## config.mk

```make
export PLATFORM = sky130hd
export DESIGN_NAME = ps2_scan_rx_flat
export DESIGN_NICKNAME = d
export VERILOG_FILES = /design/src/rtl/ps2_scan_rx_if.sv /design/src/rtl/ps2_scan_rx.sv /design/src/flat_wrapper.sv
export SDC_FILE = /design/constraint.sdc
export NUM_CORES = 1
export LEC_CHECK = 0
export ABC_AREA = 1
export ABC_CLOCK_PERIOD_IN_PS = 3200
export CAP_MARGIN = 20
export CORE_MARGIN = 2
export CORE_UTILIZATION = 30
export DETAILED_ROUTE_END_ITERATION = 12
export PLACE_DENSITY = 0.56
export SLEW_MARGIN = 30
export SYNTH_ARGS = -nofsm -noshare
export SYNTH_HDL_FRONTEND = slang
export SYNTH_SLANG_ARGS = --single-unit
```

## constraint.sdc

```tcl
create_clock -name clock -period 3.2 [get_ports clock]
set_clock_uncertainty 0.15 [all_clocks]
set_input_delay 0.32 -clock clock [delete_from_list [all_inputs] [get_ports clock]]
set_output_delay 0.32 -clock clock [all_outputs]
set_load 0.01 [all_outputs]
```

## src/rtl/ps2_scan_rx_if.sv

```systemverilog
// Key-event stream between the PS/2 receiver and its consumer.
// The receiver drives the master side and the consumer drives the slave side.
interface ps2_scan_rx_if;
  logic       ev_valid;
  logic       ev_ready;
  logic [7:0] ev_code;
  logic       ev_ext;
  logic       ev_brk;

  modport master (output ev_valid, ev_code, ev_ext, ev_brk, input ev_ready);
  modport slave  (input ev_valid, ev_code, ev_ext, ev_brk, output ev_ready);
endinterface

```

## src/rtl/ps2_scan_rx.sv

```systemverilog
// PS/2 keyboard receiver: pin sync/filter, 11-bit framer with timeout, E0/F0 prefix decoder, FWFT event FIFO.
// Define PS2_PARITY_CHECK_EN to reject frames whose odd parity does not match.
module ps2_scan_rx #(
  parameter int FILTER_LEN   = 4,
  parameter int TIMEOUT_BITS = 20,
  parameter int FIFO_DEPTH   = 8
) (
  input  logic                            clock,
  input  logic                            reset,
  input  logic                            ps2_clk,
  input  logic                            ps2_data,
  ps2_scan_rx_if.master                   ev,
  output logic [$clog2(FIFO_DEPTH):0]     fifo_level,
  output logic                            overflow,
  output logic                            frame_err
);
  localparam int AW = $clog2(FIFO_DEPTH);
  localparam int LW = AW + 1;

  typedef enum logic [1:0] {IDLE, EXT, BRK, EXT_BRK} dec_state_t;

  logic [1:0]              clk_sync, data_sync;
  logic                    filt_clk;
  logic [3:0]              filt_cnt;
  logic                    sample_en;
  logic [3:0]              bit_cnt;
  logic [9:0]              shreg;
  logic [TIMEOUT_BITS-1:0] tmo_cnt;
  logic                    frame_ok;
  logic                    parity_ok;
  logic                    byte_stb;
  logic [7:0]              byte_q;
  dec_state_t              state_q, state_d;
  logic                    push_d, push_stb;
  logic [9:0]              push_word;
  logic [9:0]              mem [FIFO_DEPTH];
  logic [AW-1:0]           wr_ptr, rd_ptr;
  logic                    pop, full, do_push;

  // A falling edge is declared on the cycle the filter accepts a new low level.
  assign sample_en = filt_clk && !clk_sync[1] && (filt_cnt == 4'(FILTER_LEN - 1));

  always_ff @(posedge clock) begin
    if (reset) begin
      clk_sync  <= 2'b11;
      data_sync <= 2'b11;
      filt_clk  <= 1'b1;
      filt_cnt  <= '0;
    end else begin
      clk_sync  <= {clk_sync[0], ps2_clk};
      data_sync <= {data_sync[0], ps2_data};
      if (clk_sync[1] == filt_clk) begin
        filt_cnt <= '0;
      end else if (filt_cnt == 4'(FILTER_LEN - 1)) begin
        filt_clk <= clk_sync[1];
        filt_cnt <= '0;
      end else begin
        filt_cnt <= filt_cnt + 4'd1;
      end
    end
  end

`ifdef PS2_PARITY_CHECK_EN
  assign parity_ok = ^shreg[9:1];
`else
  assign parity_ok = 1'b1;
`endif

  // shreg[0] is the start bit, [8:1] the byte, [9] parity; the stop bit is still on the pin.
  assign frame_ok = !shreg[0] && data_sync[1] && parity_ok;

  always_ff @(posedge clock) begin
    if (reset) begin
      bit_cnt   <= '0;
      shreg     <= '0;
      tmo_cnt   <= '0;
      byte_stb  <= 1'b0;
      byte_q    <= '0;
      frame_err <= 1'b0;
    end else begin
      byte_stb  <= 1'b0;
      frame_err <= 1'b0;
      if (sample_en) begin
        tmo_cnt <= '0;
        if (bit_cnt == 4'd10) begin
          bit_cnt   <= '0;
          byte_stb  <= frame_ok;
          byte_q    <= shreg[8:1];
          frame_err <= !frame_ok;
        end else begin
          bit_cnt <= bit_cnt + 4'd1;
          shreg   <= {data_sync[1], shreg[9:1]};
        end
      end else if (tmo_cnt[TIMEOUT_BITS-1]) begin
        tmo_cnt   <= '0;
        bit_cnt   <= '0;
        frame_err <= 1'b1;
      end else if (bit_cnt != 4'd0) begin
        tmo_cnt <= tmo_cnt + 1'b1;
      end
    end
  end

  always_ff @(posedge clock) begin
    if (reset) begin
      state_q   <= IDLE;
      push_stb  <= 1'b0;
      push_word <= '0;
    end else begin
      state_q   <= state_d;
      push_stb  <= push_d;
      push_word <= {state_q == EXT || state_q == EXT_BRK,
                    state_q == BRK || state_q == EXT_BRK, byte_q};
    end
  end

  // A discarded frame also forgets any prefix collected so far.
  always_comb begin
    state_d = state_q;
    push_d  = 1'b0;
    if (frame_err) begin
      state_d = IDLE;
    end else if (byte_stb) begin
      case (byte_q)
        8'hE0: begin
          if (state_q == IDLE)     state_d = EXT;
          else if (state_q == BRK) state_d = EXT_BRK;
        end
        8'hF0: begin
          if (state_q == IDLE)     state_d = BRK;
          else if (state_q == EXT) state_d = EXT_BRK;
        end
        default: begin
          push_d  = 1'b1;
          state_d = IDLE;
        end
      endcase
    end
  end

  assign full    = (fifo_level == LW'(FIFO_DEPTH));
  assign pop     = ev.ev_valid && ev.ev_ready;
  assign do_push = push_stb && (!full || pop);

  always_ff @(posedge clock) begin
    if (reset) begin
      wr_ptr     <= '0;
      rd_ptr     <= '0;
      fifo_level <= '0;
      overflow   <= 1'b0;
    end else begin
      if (do_push) begin
        mem[wr_ptr] <= push_word;
        wr_ptr      <= wr_ptr + 1'b1;
      end
      if (pop) rd_ptr <= rd_ptr + 1'b1;
      if (push_stb && full && !pop) overflow <= 1'b1;
      fifo_level <= fifo_level + LW'(do_push) - LW'(pop);
    end
  end

  assign ev.ev_valid = (fifo_level != '0);
  assign ev.ev_code  = ev.ev_valid ? mem[rd_ptr][7:0] : 8'h00;
  assign ev.ev_brk   = ev.ev_valid ? mem[rd_ptr][8]   : 1'b0;
  assign ev.ev_ext   = ev.ev_valid ? mem[rd_ptr][9]   : 1'b0;
endmodule
```

## src/flat_wrapper.sv

```systemverilog
// flat-port wrapper written by rule: the top's interface ports become plain ports
module ps2_scan_rx_flat 
#(
  parameter int FILTER_LEN   = 4,
  parameter int TIMEOUT_BITS = 20,
  parameter int FIFO_DEPTH   = 8
)
  (clock, reset, ps2_clk, ps2_data, fifo_level, overflow, frame_err, ev_ev_valid, ev_ev_code, ev_ev_ext, ev_ev_brk, ev_ev_ready);
  ps2_scan_rx_if ev_i ();
  input  logic clock;
  input  logic reset;
  input  logic ps2_clk;
  input  logic ps2_data;
  output logic [$clog2(FIFO_DEPTH):0] fifo_level;
  output logic overflow;
  output logic frame_err;
  output wire logic [$bits(ev_i.ev_valid)-1:0] ev_ev_valid;
  output wire logic [$bits(ev_i.ev_code)-1:0] ev_ev_code;
  output wire logic [$bits(ev_i.ev_ext)-1:0] ev_ev_ext;
  output wire logic [$bits(ev_i.ev_brk)-1:0] ev_ev_brk;
  input wire logic [$bits(ev_i.ev_ready)-1:0] ev_ev_ready;
  assign ev_ev_valid = ev_i.ev_valid;
  assign ev_ev_code = ev_i.ev_code;
  assign ev_ev_ext = ev_i.ev_ext;
  assign ev_ev_brk = ev_i.ev_brk;
  assign ev_i.ev_ready = ev_ev_ready;
  ps2_scan_rx #(.FILTER_LEN(FILTER_LEN), .TIMEOUT_BITS(TIMEOUT_BITS), .FIFO_DEPTH(FIFO_DEPTH)) u_core (.clock(clock), .reset(reset), .ps2_clk(ps2_clk), .ps2_data(ps2_data), .ev(ev_i), .fifo_level(fifo_level), .overflow(overflow), .frame_err(frame_err));
endmodule
```

==> flow_metrics.py <==
metrics = {
    "yosys": {
        "synth_area_sq_mm": 0.00651,
        "ys_top_cells_by_area": "edfxtp_1, dfxtp_1, nor2_1",
        "synth.most_common_cell": "nor2_1",
        "syn_area_per_cell_sq_um": 9.60,
        "synth_cells": 678,
        "synth_flop_cell": "edfxtp_1",
        "synth_top_cell_by_area": "edfxtp_1",
        "ys_async_sr_fraction_pct": 0,
        "yosysWarnings": 0,
        "synth-seq-cells": 160,
        "syn_nets": 698,
        "yosysSeqAreaShare_pct": 61.5,
        "synth_common_cells": "nor2_1, nand2_1, dfxtp_1, edfxtp_1, inv_1",
        "synth_top_area_share_pct": 36.9,
        "yosysUniqueCellTypes": 37,
        "synth_enable_flop_cells": 80,
    },
    "sta": {
        "finalHoldViolCount": 0,
        "final.period_utilization_pct": 89.7,
        "finalMaxSlewViolations": 0,
        "finalSetupTns_ns": 0,
        "fin_crit_ns": 2.87,
        "fmax_ghz": 0.349,
        "rsz0062_at_grt": "false",
        "setup_viol": 0,
        "maxSlewHeadroom_pct": 57.6,
        "tightestPinTransition_ns": 0.632,
    },
    "power": {
        "power.leakage_nw": 2.81,
        "power_density_mw_per_mm2": 705,
        "p_total_mw": 5.44,
        "peakVddDrop_mv": 0.428,
    },
    "global_routing": {
        "grt_max_degree": 41,
        "antenna_found_initial": 0,
        "grt_overflow": 0,
        "grt_pass1_wl_um": 22200,
        "grt.total_usage_pct": 12.7,
        "grt_pass1_vias": 4331,
    },
    "final_layout": {
        "layout.nets": 731,
        "post_route_cells_drive_above_1_share_pct": 9.25,
        "area_delta_synth_final_pct": 18.4,
        "fin_area_sq_mm": 0.00771,
        "diodes": 0,
        "regArea_sq_mm": 0.00400,
        "multi_input_area_sq_mm": 0.00215,
        "nFillCells": 2087,
    },
    "place": {
        "postPlaceCellArea_sq_mm": 0.00710,
        "place.gp.congestion": 0.792,
        "hpwl_um": 9200,
        "portBuffers": 21,
    },
    "cts": {
        "clk_latency_ns": 0.43,
        "numCtsBuffers": 17,
        "h-tree-depth": 4,
        "clk_pin_slew_worst_paths_ns": 0.07,
        "cts.sinks": 160,
        "hold_buffers": 0,
        "post_cts_resized": 0,
        "cts_tree": "done",
        "ctsLongestPathBuffers": 2,
        "cts_setup_buffers": 0,
        "clockRootBuffer": "clkbuf_16",
    },
    "floorplan": {
        "die_y_um": 151,
        "die-area_sq_mm": 0.0229,
        "ios": 22,
        "core_area_sq_mm": 0.0212,
        "initial_utilization_pct": 30.8,
        "rows": 53,
        "die_w_um": 151,
    },
    "drt": {
        "ant_nets": 0,
        "firstDrtPassIters": 5,
        "totalWireLength_um": 13600,
        "drt_iter0_drc": 305,
        "dr_total_vias": 4589,
        "viasPerCell": 4.59,
        "wire_per_inst_um": 13.6,
        "drc": 0,
    },
    "setup_path": {
        "crit_type": "flip-flop to output pin",
        "path_max_fanout": 40,
        "crit_required_ns": 2.73,
        "critPathCaptureType": "output pin",
        "critPathArrivalTime_ns": 2.40,
        "critPathLaunchType": "flip-flop",
    },
    "flow_run": {
        "cap_violations": 0,
    },
    "hold_path": {
        "min-delay-path-class": "flip-flop to flip-flop",
    },
    "run_status": {
        "status": "complete, no violations",
    },
}
metal layers:
metal | up-vias | global-route usage, % | share of wire [%]
met3 | 16 | 2.65 | 3.8
met1 | 2135 | 18.1 | 52
met5 | - | 0 | 0
met4 | 0 | 4.81 | 1.4
met2 | 88 | 19.0 | 43
li1 | 2350 | - | -
registers in the layout, summed over array words and instances, names as in the netlist, 2 cells and up, named ones only:
register           cells
u_core.tmo_cnt        20
u_core.wr_ptr          3
u_core.data_sync       2
u_core.filt_cnt        4
u_core.push_word      10
u_core.clk_sync        2
u_core.fifo_level      4
u_core.rd_ptr          3
u_core.byte_q          8
u_core.shreg          10
u_core.state_q         2
u_core.bit_cnt         4
u_core.mem            80
placed cells by master, fill, tap and decap left out, types with 4 or more instances in the layout:
cell type	netlist	routed
nand3_1	18	18
o211ai_1	11	11
o21ai_0	58	58
clkdlybuf4s50_1	0	21
buf_4	0	14
ha_1	14	14
clkbuf_16	0	17
nand2_1	85	85
edfxtp_1	80	80
or2_2	6	6
nor2_1	125	125
o22ai_1	18	18
nor3_1	10	10
a21oi_1	38	38
inv_1	69	69
dfxtp_1	80	80
clkinv_4	0	4
nand4_1	10	10
stage by stage:
stage / hold slack (ns) / util [%] / worst slack [ns] / instances
floorplan: 0.239 / - / 0.757 / 678
CTS: 0.260 / 36.5 / 0.308 / 999
global route: 0.265 / 36.5 / 0.113 / 999
global placement: 0.240 / 33.6 / 0.554 / 967
finish: 0.260 / 36.5 / 0.331 / 999
detailed placement: 0.248 / 33.6 / 0.523 / 967
final cells by class:
cell class              instances  area share (%)
repair buffers                 36            4.35
flip-flops and latches        160            51.9
clock buffers                  18            5.56
multi-input cells             424            27.8
well taps                     275            4.46
inverters                      72            3.50
clock inverters                14            2.37
critical path, stage by stage (launching register included):
cell and delay [ns]:
dfxtp_1 0.42, inv_1 0.09, buf_4 0.35, nor2_1 0.08, o211ai_1 0.25, nand2_1 0.11, nor2_1 0.12, clkdlybuf4s50_1 0.54
cell families (layout without fill, tap and decap cells):
group / Yosys count / count (layout) / synth area share, %
AND/OR/NAND/NOR: 276 / 276 / 18.6
flip-flops: 160 / 160 / 61.5
AO/OA/AOI/OAI: 130 / 130 / 10.9
buffers and inverters: 94 / 140 / 5.53
adder cells (fa/ha/maj): 15 / 15 / 3.00
XOR/XNOR: 3 / 3 / 0.404
path summary, 6_finish.rpt:
check / cells past startpoint / end / slack (ns) / from
worst max register to register: 12 / u_core.fifo_level[2] / 0.52 / u_core.fifo_level[2]
worst min-delay path: 1 / u_core.data_sync[1] / 0.26 / u_core.data_sync[0]
worst max-delay path: 7 / ev_ev_code[1] / 0.33 / flip-flop
worst min register to register: 1 / u_core.data_sync[1] / 0.26 / u_core.data_sync[0]
report_power, final:
| part | switching (mW) | internal [mW] | total [mW] |
|---|---|---|---|
| Clock | 0.844 | 1.24 | 2.09 |
| Sequential | 0.0617 | 2.18 | 2.24 |
| Combinational | 0.632 | 0.483 | 1.11 |
Note: power is estimated with default switching activity, not from simulation.
